$ cat src/rtl/control_sequencer_if.sv
// Strobe bundle between the hardwired control sequencer and the datapath.
// The sequencer reads run and IR_Data, and drives every strobe and status line.
interface control_sequencer_if;
    logic        run;
    logic [31:0] IR_Data;
    logic        PC_out;
    logic        MAR_in;
    logic        IncPC;
    logic        Z_in;
    logic        Zlow_out;
    logic        Zhigh_out;
    logic        PC_in;
    logic        Read;
    logic        MDR_in;
    logic        MDR_out;
    logic        IR_in;
    logic        Y_in;
    logic        HI_in;
    logic        LO_in;
    logic [15:0] R_in;
    logic [15:0] R_out;
    logic [4:0]  alu_instruction;
    logic        done;
    logic        halted;
    logic        fault;

    modport master (
        input  run, IR_Data,
        output PC_out, MAR_in, IncPC, Z_in, Zlow_out, Zhigh_out, PC_in, Read,
               MDR_in, MDR_out, IR_in, Y_in, HI_in, LO_in, R_in, R_out,
               alu_instruction, done, halted, fault
    );

    modport slave (
        output run, IR_Data,
        input  PC_out, MAR_in, IncPC, Z_in, Zlow_out, Zhigh_out, PC_in, Read,
               MDR_in, MDR_out, IR_in, Y_in, HI_in, LO_in, R_in, R_out,
               alu_instruction, done, halted, fault
    );
endinterface

$ cat src/rtl/control_sequencer.sv
// Hardwired Moore control unit: three-cycle fetch, then decode-driven execute
// steps for register ALU, unary, mul/div, nop and halt instructions.
module control_sequencer #(
    parameter logic [4:0] OP_MUL  = 5'b01111,
    parameter logic [4:0] OP_DIV  = 5'b10000,
    parameter logic [4:0] OP_NEG  = 5'b10001,
    parameter logic [4:0] OP_NOT  = 5'b10010,
    parameter logic [4:0] OP_NOP  = 5'b11010,
    parameter logic [4:0] OP_HALT = 5'b11011
) (
    input  logic                       clk,
    input  logic                       clr,
    control_sequencer_if.master        bus
);

    typedef enum logic [3:0] {
        IDLE, T0, T1, T2, T3, T4, T5, T6, HALT, FAULT
    } state_t;

    state_t state;
    state_t next_state;

    logic [4:0]  op;
    logic [3:0]  ra;
    logic [3:0]  rb;
    logic [3:0]  rc;
    logic [15:0] ra_hot;
    logic [15:0] rb_hot;
    logic [15:0] rc_hot;
    logic        is_alu3;
    logic        is_muldiv;
    logic        is_unary;
    logic        is_nop;
    logic        is_halt;
    logic        unused_ir;
    state_t      after_done;

    assign op        = bus.IR_Data[31:27];
    assign ra        = bus.IR_Data[26:23];
    assign rb        = bus.IR_Data[22:19];
    assign rc        = bus.IR_Data[18:15];
    assign unused_ir = ^bus.IR_Data[14:0];

    assign ra_hot = 16'b1 << ra;
    assign rb_hot = 16'b1 << rb;
    assign rc_hot = 16'b1 << rc;

    assign is_alu3   = (op <= 5'b01110);
    assign is_muldiv = (op == OP_MUL) || (op == OP_DIV);
    assign is_unary  = (op == OP_NEG) || (op == OP_NOT);
    assign is_nop    = (op == OP_NOP);
    assign is_halt   = (op == OP_HALT);

    // Once the last step of an instruction retires, run alone decides whether to fetch again.
    assign after_done = bus.run ? T0 : IDLE;

    always_ff @(posedge clk or posedge clr) begin
        if (clr) begin
            state <= IDLE;
        end else begin
            state <= next_state;
        end
    end

    always_comb begin
        next_state          = state;
        bus.PC_out          = 1'b0;
        bus.MAR_in          = 1'b0;
        bus.IncPC           = 1'b0;
        bus.Z_in            = 1'b0;
        bus.Zlow_out        = 1'b0;
        bus.Zhigh_out       = 1'b0;
        bus.PC_in           = 1'b0;
        bus.Read            = 1'b0;
        bus.MDR_in          = 1'b0;
        bus.MDR_out         = 1'b0;
        bus.IR_in           = 1'b0;
        bus.Y_in            = 1'b0;
        bus.HI_in           = 1'b0;
        bus.LO_in           = 1'b0;
        bus.R_in            = 16'h0000;
        bus.R_out           = 16'h0000;
        bus.alu_instruction = 5'b00000;
        bus.done            = 1'b0;
        bus.halted          = 1'b0;
        bus.fault           = 1'b0;

        case (state)
            IDLE: begin
                if (bus.run) next_state = T0;
            end
            // Fetch steps never look at IR_Data, which is stale until T3.
            T0: begin
                bus.PC_out = 1'b1;
                bus.MAR_in = 1'b1;
                bus.IncPC  = 1'b1;
                bus.Z_in   = 1'b1;
                next_state = T1;
            end
            T1: begin
                bus.Zlow_out = 1'b1;
                bus.PC_in    = 1'b1;
                bus.Read     = 1'b1;
                bus.MDR_in   = 1'b1;
                next_state   = T2;
            end
            T2: begin
                bus.MDR_out = 1'b1;
                bus.IR_in   = 1'b1;
                next_state  = T3;
            end
            T3: begin
                if (is_alu3 || is_muldiv) begin
                    bus.R_out  = rb_hot;
                    bus.Y_in   = 1'b1;
                    next_state = T4;
                end else if (is_unary) begin
                    bus.R_out           = rb_hot;
                    bus.alu_instruction = op;
                    bus.Z_in            = 1'b1;
                    next_state          = T4;
                end else if (is_nop) begin
                    bus.done   = 1'b1;
                    next_state = after_done;
                end else if (is_halt) begin
                    next_state = HALT;
                end else begin
                    next_state = FAULT;
                end
            end
            T4: begin
                if (is_alu3 || is_muldiv) begin
                    bus.R_out           = rc_hot;
                    bus.alu_instruction = op;
                    bus.Z_in            = 1'b1;
                    next_state          = T5;
                end else if (is_unary) begin
                    bus.Zlow_out = 1'b1;
                    bus.R_in     = ra_hot;
                    bus.done     = 1'b1;
                    next_state   = after_done;
                end else begin
                    next_state = FAULT;
                end
            end
            T5: begin
                if (is_alu3) begin
                    bus.Zlow_out = 1'b1;
                    bus.R_in     = ra_hot;
                    bus.done     = 1'b1;
                    next_state   = after_done;
                end else if (is_muldiv) begin
                    bus.Zlow_out = 1'b1;
                    bus.LO_in    = 1'b1;
                    next_state   = T6;
                end else begin
                    next_state = FAULT;
                end
            end
            T6: begin
                if (is_muldiv) begin
                    bus.Zhigh_out = 1'b1;
                    bus.HI_in     = 1'b1;
                    bus.done      = 1'b1;
                    next_state    = after_done;
                end else begin
                    next_state = FAULT;
                end
            end
            HALT: begin
                bus.halted = 1'b1;
            end
            FAULT: begin
                bus.fault = 1'b1;
            end
            default: begin
                next_state = IDLE;
            end
        endcase
    end

endmodule
$ cat src/flat_wrapper.sv
// flat-port wrapper written by rule: the top's interface ports become plain ports
module control_sequencer_flat 
#(
    parameter logic [4:0] OP_MUL  = 5'b01111,
    parameter logic [4:0] OP_DIV  = 5'b10000,
    parameter logic [4:0] OP_NEG  = 5'b10001,
    parameter logic [4:0] OP_NOT  = 5'b10010,
    parameter logic [4:0] OP_NOP  = 5'b11010,
    parameter logic [4:0] OP_HALT = 5'b11011
)
  (clk, clr, bus_run, bus_IR_Data, bus_PC_out, bus_MAR_in, bus_IncPC, bus_Z_in, bus_Zlow_out, bus_Zhigh_out, bus_PC_in, bus_Read, bus_MDR_in, bus_MDR_out, bus_IR_in, bus_Y_in, bus_HI_in, bus_LO_in, bus_R_in, bus_R_out, bus_alu_instruction, bus_done, bus_halted, bus_fault);
  control_sequencer_if bus_i ();
  input  logic clk;
  input  logic clr;
  input wire logic [$bits(bus_i.run)-1:0] bus_run;
  input wire logic [$bits(bus_i.IR_Data)-1:0] bus_IR_Data;
  output wire logic [$bits(bus_i.PC_out)-1:0] bus_PC_out;
  output wire logic [$bits(bus_i.MAR_in)-1:0] bus_MAR_in;
  output wire logic [$bits(bus_i.IncPC)-1:0] bus_IncPC;
  output wire logic [$bits(bus_i.Z_in)-1:0] bus_Z_in;
  output wire logic [$bits(bus_i.Zlow_out)-1:0] bus_Zlow_out;
  output wire logic [$bits(bus_i.Zhigh_out)-1:0] bus_Zhigh_out;
  output wire logic [$bits(bus_i.PC_in)-1:0] bus_PC_in;
  output wire logic [$bits(bus_i.Read)-1:0] bus_Read;
  output wire logic [$bits(bus_i.MDR_in)-1:0] bus_MDR_in;
  output wire logic [$bits(bus_i.MDR_out)-1:0] bus_MDR_out;
  output wire logic [$bits(bus_i.IR_in)-1:0] bus_IR_in;
  output wire logic [$bits(bus_i.Y_in)-1:0] bus_Y_in;
  output wire logic [$bits(bus_i.HI_in)-1:0] bus_HI_in;
  output wire logic [$bits(bus_i.LO_in)-1:0] bus_LO_in;
  output wire logic [$bits(bus_i.R_in)-1:0] bus_R_in;
  output wire logic [$bits(bus_i.R_out)-1:0] bus_R_out;
  output wire logic [$bits(bus_i.alu_instruction)-1:0] bus_alu_instruction;
  output wire logic [$bits(bus_i.done)-1:0] bus_done;
  output wire logic [$bits(bus_i.halted)-1:0] bus_halted;
  output wire logic [$bits(bus_i.fault)-1:0] bus_fault;
  assign bus_i.run = bus_run;
  assign bus_i.IR_Data = bus_IR_Data;
  assign bus_PC_out = bus_i.PC_out;
  assign bus_MAR_in = bus_i.MAR_in;
  assign bus_IncPC = bus_i.IncPC;
  assign bus_Z_in = bus_i.Z_in;
  assign bus_Zlow_out = bus_i.Zlow_out;
  assign bus_Zhigh_out = bus_i.Zhigh_out;
  assign bus_PC_in = bus_i.PC_in;
  assign bus_Read = bus_i.Read;
  assign bus_MDR_in = bus_i.MDR_in;
  assign bus_MDR_out = bus_i.MDR_out;
  assign bus_IR_in = bus_i.IR_in;
  assign bus_Y_in = bus_i.Y_in;
  assign bus_HI_in = bus_i.HI_in;
  assign bus_LO_in = bus_i.LO_in;
  assign bus_R_in = bus_i.R_in;
  assign bus_R_out = bus_i.R_out;
  assign bus_alu_instruction = bus_i.alu_instruction;
  assign bus_done = bus_i.done;
  assign bus_halted = bus_i.halted;
  assign bus_fault = bus_i.fault;
  control_sequencer #(.OP_MUL(OP_MUL), .OP_DIV(OP_DIV), .OP_NEG(OP_NEG), .OP_NOT(OP_NOT), .OP_NOP(OP_NOP), .OP_HALT(OP_HALT)) u_core (.clk(clk), .clr(clr), .bus(bus_i));
endmodule
$ cat config.mk
export PLATFORM = sky130hd
export DESIGN_NAME = control_sequencer_flat
export DESIGN_NICKNAME = d
export VERILOG_FILES = /design/src/rtl/control_sequencer_if.sv /design/src/rtl/control_sequencer.sv /design/src/flat_wrapper.sv
export SDC_FILE = /design/constraint.sdc
export NUM_CORES = 1
export LEC_CHECK = 0
export ABC_AREA = 1
export CAP_MARGIN = 10
export CORE_UTILIZATION = 34
export CTS_CLUSTER_DIAMETER = 60
export DETAILED_ROUTE_END_ITERATION = 12
export GPL_TIMING_DRIVEN = 0
export PLACE_DENSITY = 0.83
export SYNTH_ARGS = -nofsm -noshare
export SYNTH_HDL_FRONTEND = slang
export SYNTH_SLANG_ARGS = --single-unit
export TNS_END_PERCENT = 5
$ cat constraint.sdc
create_clock -name clk -period 1.8 [get_ports clk]
set_input_delay 0.27 -clock clk [delete_from_list [all_inputs] [get_ports clk]]
set_output_delay 0.27 -clock clk [all_outputs]
set_load 0.02 [all_outputs]
; ---- Word level (Yosys, flattened, before mapping)
; Cells that the tools add are included.
[op_classes]
order_cmp = 1
eq_ne = 16
n_shift = 3
n_mux = 45
n_bitwise = 1
n_reduce_logical = 6
[ops]
columns = operator, n
row1 = $mux 16, 6
row2 = $pmux 16 s2, 2
row3 = $shl 1x4->16 const A, 3
row4 = $mux 4, 9
row5 = $pmux 4 s9, 1
row6 = $eq 5x5->1 const B, 5
row7 = $mux 1, 20
row8 = $eq 4x3->1 const B, 4
row9 = $mux 5, 3
row10 = $pmux 5 s2, 1
row11 = $eq 4x2->1 const B, 2
row12 = $eq 4x4->1 const B, 2
row13 = $pmux 1 s3, 2
row14 = $eq 5x4->1 const B, 1
row15 = $le 5x4->1 const B, 1
row16 = $eq 4x1->1 const B, 1
row17 = $logic_not 4->1, 1
row18 = $pmux 1 s4, 1
row19 = $logic_or 1x1->1, 3
row20 = $ne 2x2->1 const B, 1
row21 = $reduce_and 2->1, 1
row22 = $reduce_or 2->1, 1
row23 = $not 1->1, 1
[totals]
regBits = 4
input_bits = 35
out_inout_bits = 54
elab_cells = 73

; ---- Logic depth before layout (Yosys ltp)
[logic_depth]
word_depth = 6
mapped_depth = 9
depth_no_buf = 9

; ---- Worst setup path before layout
; OpenSTA, ideal clock, no wires.
[synth_path]
kind = register to output
startpoint = reg u_core.state[2]
endpoint = out bus_Zlow_out
arrival_ns = 1.549
required_ns = 1.530
setup_slack_ns = -0.019
path_stages_with_launch = 6
path_buffers = 0
path_cell_list = dfrtp_1 -> inv_1 -> nand2_1 -> nor3_1 -> inv_1 -> o211ai_1
[synth_via]
elab_chain_cells = 2
elab_cells_between_ends = 4
cone_classes = eq/ne (3) / mux (1)
[synth_rtl]
columns = element, line
row1 = start: declaration, control_sequencer.sv:20  ; state_t state;
row2 = start signal: assignment, control_sequencer.sv:61  ; state <= next_state;
row3 = $eq 4x3->1 / $eq 4x2->1 (equally long branches), control_sequencer.sv:88  ; case (state)
row4 = $pmux 1 s3 *, control_sequencer.sv:88
row5 = end: declaration, flat_wrapper.sv:21  ; output wire logic [$bits(bus_i.Zlow_out)-1:0] bus_Zlow_out;
; Mark *: on every way between the ends. The rest lies on a longest branch, timed or not.

; ---- Worst setup path after layout
[layout_path]
startpoint = reg u_core.state[1]
endpoint = out bus_R_out[2]
[layout_via]
elab_chain_cells = 2
elab_cells_between_ends = 3
cone_classes = eq/ne (2) / mux (1)
[layout_rtl]
columns = element, line
row1 = $eq 4x3->1, control_sequencer.sv:88
row2 = $pmux 16 s2 *, control_sequencer.sv:88
row3 = end: declaration, flat_wrapper.sv:32  ; output wire logic [$bits(bus_i.R_out)-1:0] bus_R_out;
; Marked as above.

==> impl_metrics.tcl <==
set metrics [dict create \
    cts_buffer_depth 2 \
    cp_data_required_time_ns 1.53 \
    fin_nets 345 \
    cts_tree "built" \
    violations "negative setup slack" \
    dr.pass1.iters 4 \
    rows 20 \
    comb_power_share_pct 80.9 \
    grt_pass1_wl_mm 6.38 \
    drv_cap 0 \
    seq_power_share_pct 11.2 \
    seq_area_frac_synth_pct 8.93 \
    routedWlPerCell_um 12.9 \
    critPathArrivalTime_ns 1.81 \
    dpl.hpwl_mm 2.96 \
    ys_warn_count 0 \
    fillers 290 \
    synth_nets 247 \
    yosys-top-cells-area "inv_1, nor2_1, nand2_1, nand4_1, nand3_1" \
    grt_max_degree 11 \
    setup_tns_ns -7.54 \
    dieArea_mm2 0.00353 \
    muxShareOfSynthArea_pct 0 \
    gp_congestion 0.934 \
    synth_compound_area_share_pct 13.7 \
    yosys.area.top_type "inv_1" \
    tightest_slew_ns 0.388 \
    largest_register "u_core.state" \
    avgSynthCellArea_um2 5.29 \
    cts-root-buf "clkbuf_4" \
    initial_core_util_pct 36.1 \
    start_kind "flip-flop" \
    cts-htree-levels 1 \
    drive_above_1_share_pct 43.5 \
    route.detailed.drc 0 \
    synth_top_area_share_pct 12.7 \
    async_flop_share_pct 100 \
    fin_crit_ns 2.08 \
    switchingPower_uw 821 \
    p_leak_nw 1.08 \
    timing.final.ws_setup_ns -0.280 \
    slew_viol_final 0 \
    hold_path.class "input pin to asynchronous set/reset pin" \
    rr_startpoint "u_core.state[1]" \
    yosysUniqueCellTypes 25 \
    rsz0062_at_grt "true" \
    ctsHoldBuffers 0 \
    clock_skew_ns 0.0151 \
    clk_latency_ns 0.26 \
    synthSimpleGateAreaFrac_pct 56.6 \
    synth_top_family_by_area "simple AND/OR/NAND/NOR gates" \
    core_mm2 0.00310 \
    setup_violations 38 \
    synthAdderAreaFrac_pct 0 \
    cts_made_buffers 3 \
    clock_sinks 4 \
    die_w_um 59.4 \
    outcome "complete, but fails checks" \
    vias 1775 \
    synthFlopType "dfrtp_1" \
    cts.clk_slew.worst_paths_ns 0.05 \
    fin_crit_sh_pct 116 \
    top_regs "u_core.state: 4 flops" \
    relSlewSlack_pct 74.1 \
    fmaxAchievable_mhz 481 \
    track_usage_pct 23.2 \
    end_kind "output port" \
    synth.cell_area_mm2 0.00112 \
    max-vdd-ir-drop_v 0.000382 \
    drt_wl_total_mm 4.55 \
    syn_inst 212 \
    critical_path_class "flip-flop to output port" \
    r2r_cells 9 \
    ys_ff_latch 4 \
    drtAntennaViolNets 0 \
    regToRegSetupSlack_ns 0.35 \
    vias_per_cell 5.04 \
    cp_max_fo 4 \
    port_buffers 71 \
    powerDensity_mw_per_mm2 753 \
    synthXorXnorAreaFrac_pct 0 \
    largest_reg_flops 4 \
    grt_pass1_vias 1514 \
    antenna_found_initial 0 \
    final_util_pct 68.4 \
    r2r-end "u_core.state[0]" \
    n_antenna_cell 0 \
    synth-edff-count 0 \
    overflow 0 \
    power.share.switching_pct 51.4 \
    hold_viol 0 \
    die_h_um 59.4 \
    drt-initial-drc-count 95 \
    internal-power_uw 777 \
    clockPowerShare_pct 7.9 \
    syn2layout_area_growth_pct 89.4 \
    ios 89 \
]
-- final cells by class --
class                   instances  area, µm²  area share, %
plain buffers                  10       78.8           3.71
clock buffers                   3       22.5           1.06
inverters                      43        166           7.84
multi-input cells             155        935           44.0
flip-flops and latches          4        101           4.77
well taps                      44       55.1           2.59
repair buffers                 93        764           36.0
-- how the worst max path moves through the flow --
stage / start / end / slack (ns) / cells after the start
finish: u_core.state[1] / bus_R_out[2] / -0.28 / 10
global route: u_core.state[1] / bus_R_out[2] / -0.34 / 10
CTS: u_core.state[0] / bus_R_out[1] / -0.21 / 10
detailed placement: bus_IR_Data[29] / bus_R_out[5] / -0.88 / 11
global placement: bus_IR_Data[29] / bus_R_out[5] / -0.89 / 11
floorplan: u_core.state[1] / bus_R_in[12] / -0.02 / 6
-- synth_stat cells, types with 2 or more instances --
master / count
a21oi_1: 2
buf_4: 7
dfrtp_1: 4
inv_1: 38
inv_2: 5
nand2_1: 32
nand2_2: 2
nand3_1: 23
nand4_1: 19
nor2_1: 37
nor2_2: 2
nor2_4: 3
nor3_1: 11
o21ai_0: 9
o21ai_2: 8
-- layout by cell type (no fill, tap or decap), types with 6 or more instances in the layout --
cell,netlist,layout
nor2_2,2,6
o21ai_0,9,7
inv_1,38,33
dlygate4sd2_1,0,6
nand3_1,23,23
nand4_1,19,19
buf_4,7,52
buf_2,0,7
nor2_1,37,31
buf_6,1,14
nand2_1,32,26
inv_2,5,8
clkdlybuf4s50_1,0,12
clkbuf_2,0,8
-- through the flow --
step	std cells	worst slack [ns]	hold WS (ns)	total power, mW	cell area [µm²]
2_1_floorplan	212	-0.0166	0.0361	0.757	1130
3_3_place_gp	327	-0.887	0.466	1.11	1890
3_5_place_dp	327	-0.884	0.473	1.12	1890
4_1_cts	342	-0.207	0.214	1.42	1970
5_1_grt	352	-0.340	0.215	1.69	2120
6_report	352	-0.280	0.194	1.60	2120
-- critical path, cell delays in order (launching register included) --
cell     delay [ns]
dfrtp_1        0.44
nor2_2         0.15
inv_2          0.07
nor2_4         0.10
inv_2          0.06
nor2_4         0.10
buf_6          0.12
buf_4          0.12
nand4_1        0.15
o21ai_4        0.11
buf_6          0.13
-- metal layers --
metal | vias to the layer above | part of all wire [%] | track usage, %
met2 | 108 | 49 | 38.4
li1 | 885 | - | -
met1 | 770 | 40 | 29.8
met3 | 12 | 8.5 | 3.28
met4 | 0 | 2.4 | 9.86
met5 | - | 0 | 0
-- power by group through the flow --
stage	Clock (mW)	Combinational, mW	Sequential (mW)
2_1_floorplan	0	0.597	0.160
3_3_place_gp	0	0.945	0.167
3_5_place_dp	0	0.953	0.166
4_1_cts	0.118	1.14	0.168
5_1_grt	0.129	1.38	0.181
6_report	0.126	1.29	0.180
-- what timing repair did --
action / in CTS / in global routing
gates resized for setup: 247 / 52
endpoints found under the setup margin: 54 / 49
setup buffers: 12 / 10
pin swaps: 11 / 9
-- kinds of logic after synthesis --
logic type / Yosys count
buf+inv: 53
simple gates: 132
flops: 4
compound gates: 23
Note: power is estimated with default switching activity, not from simulation.
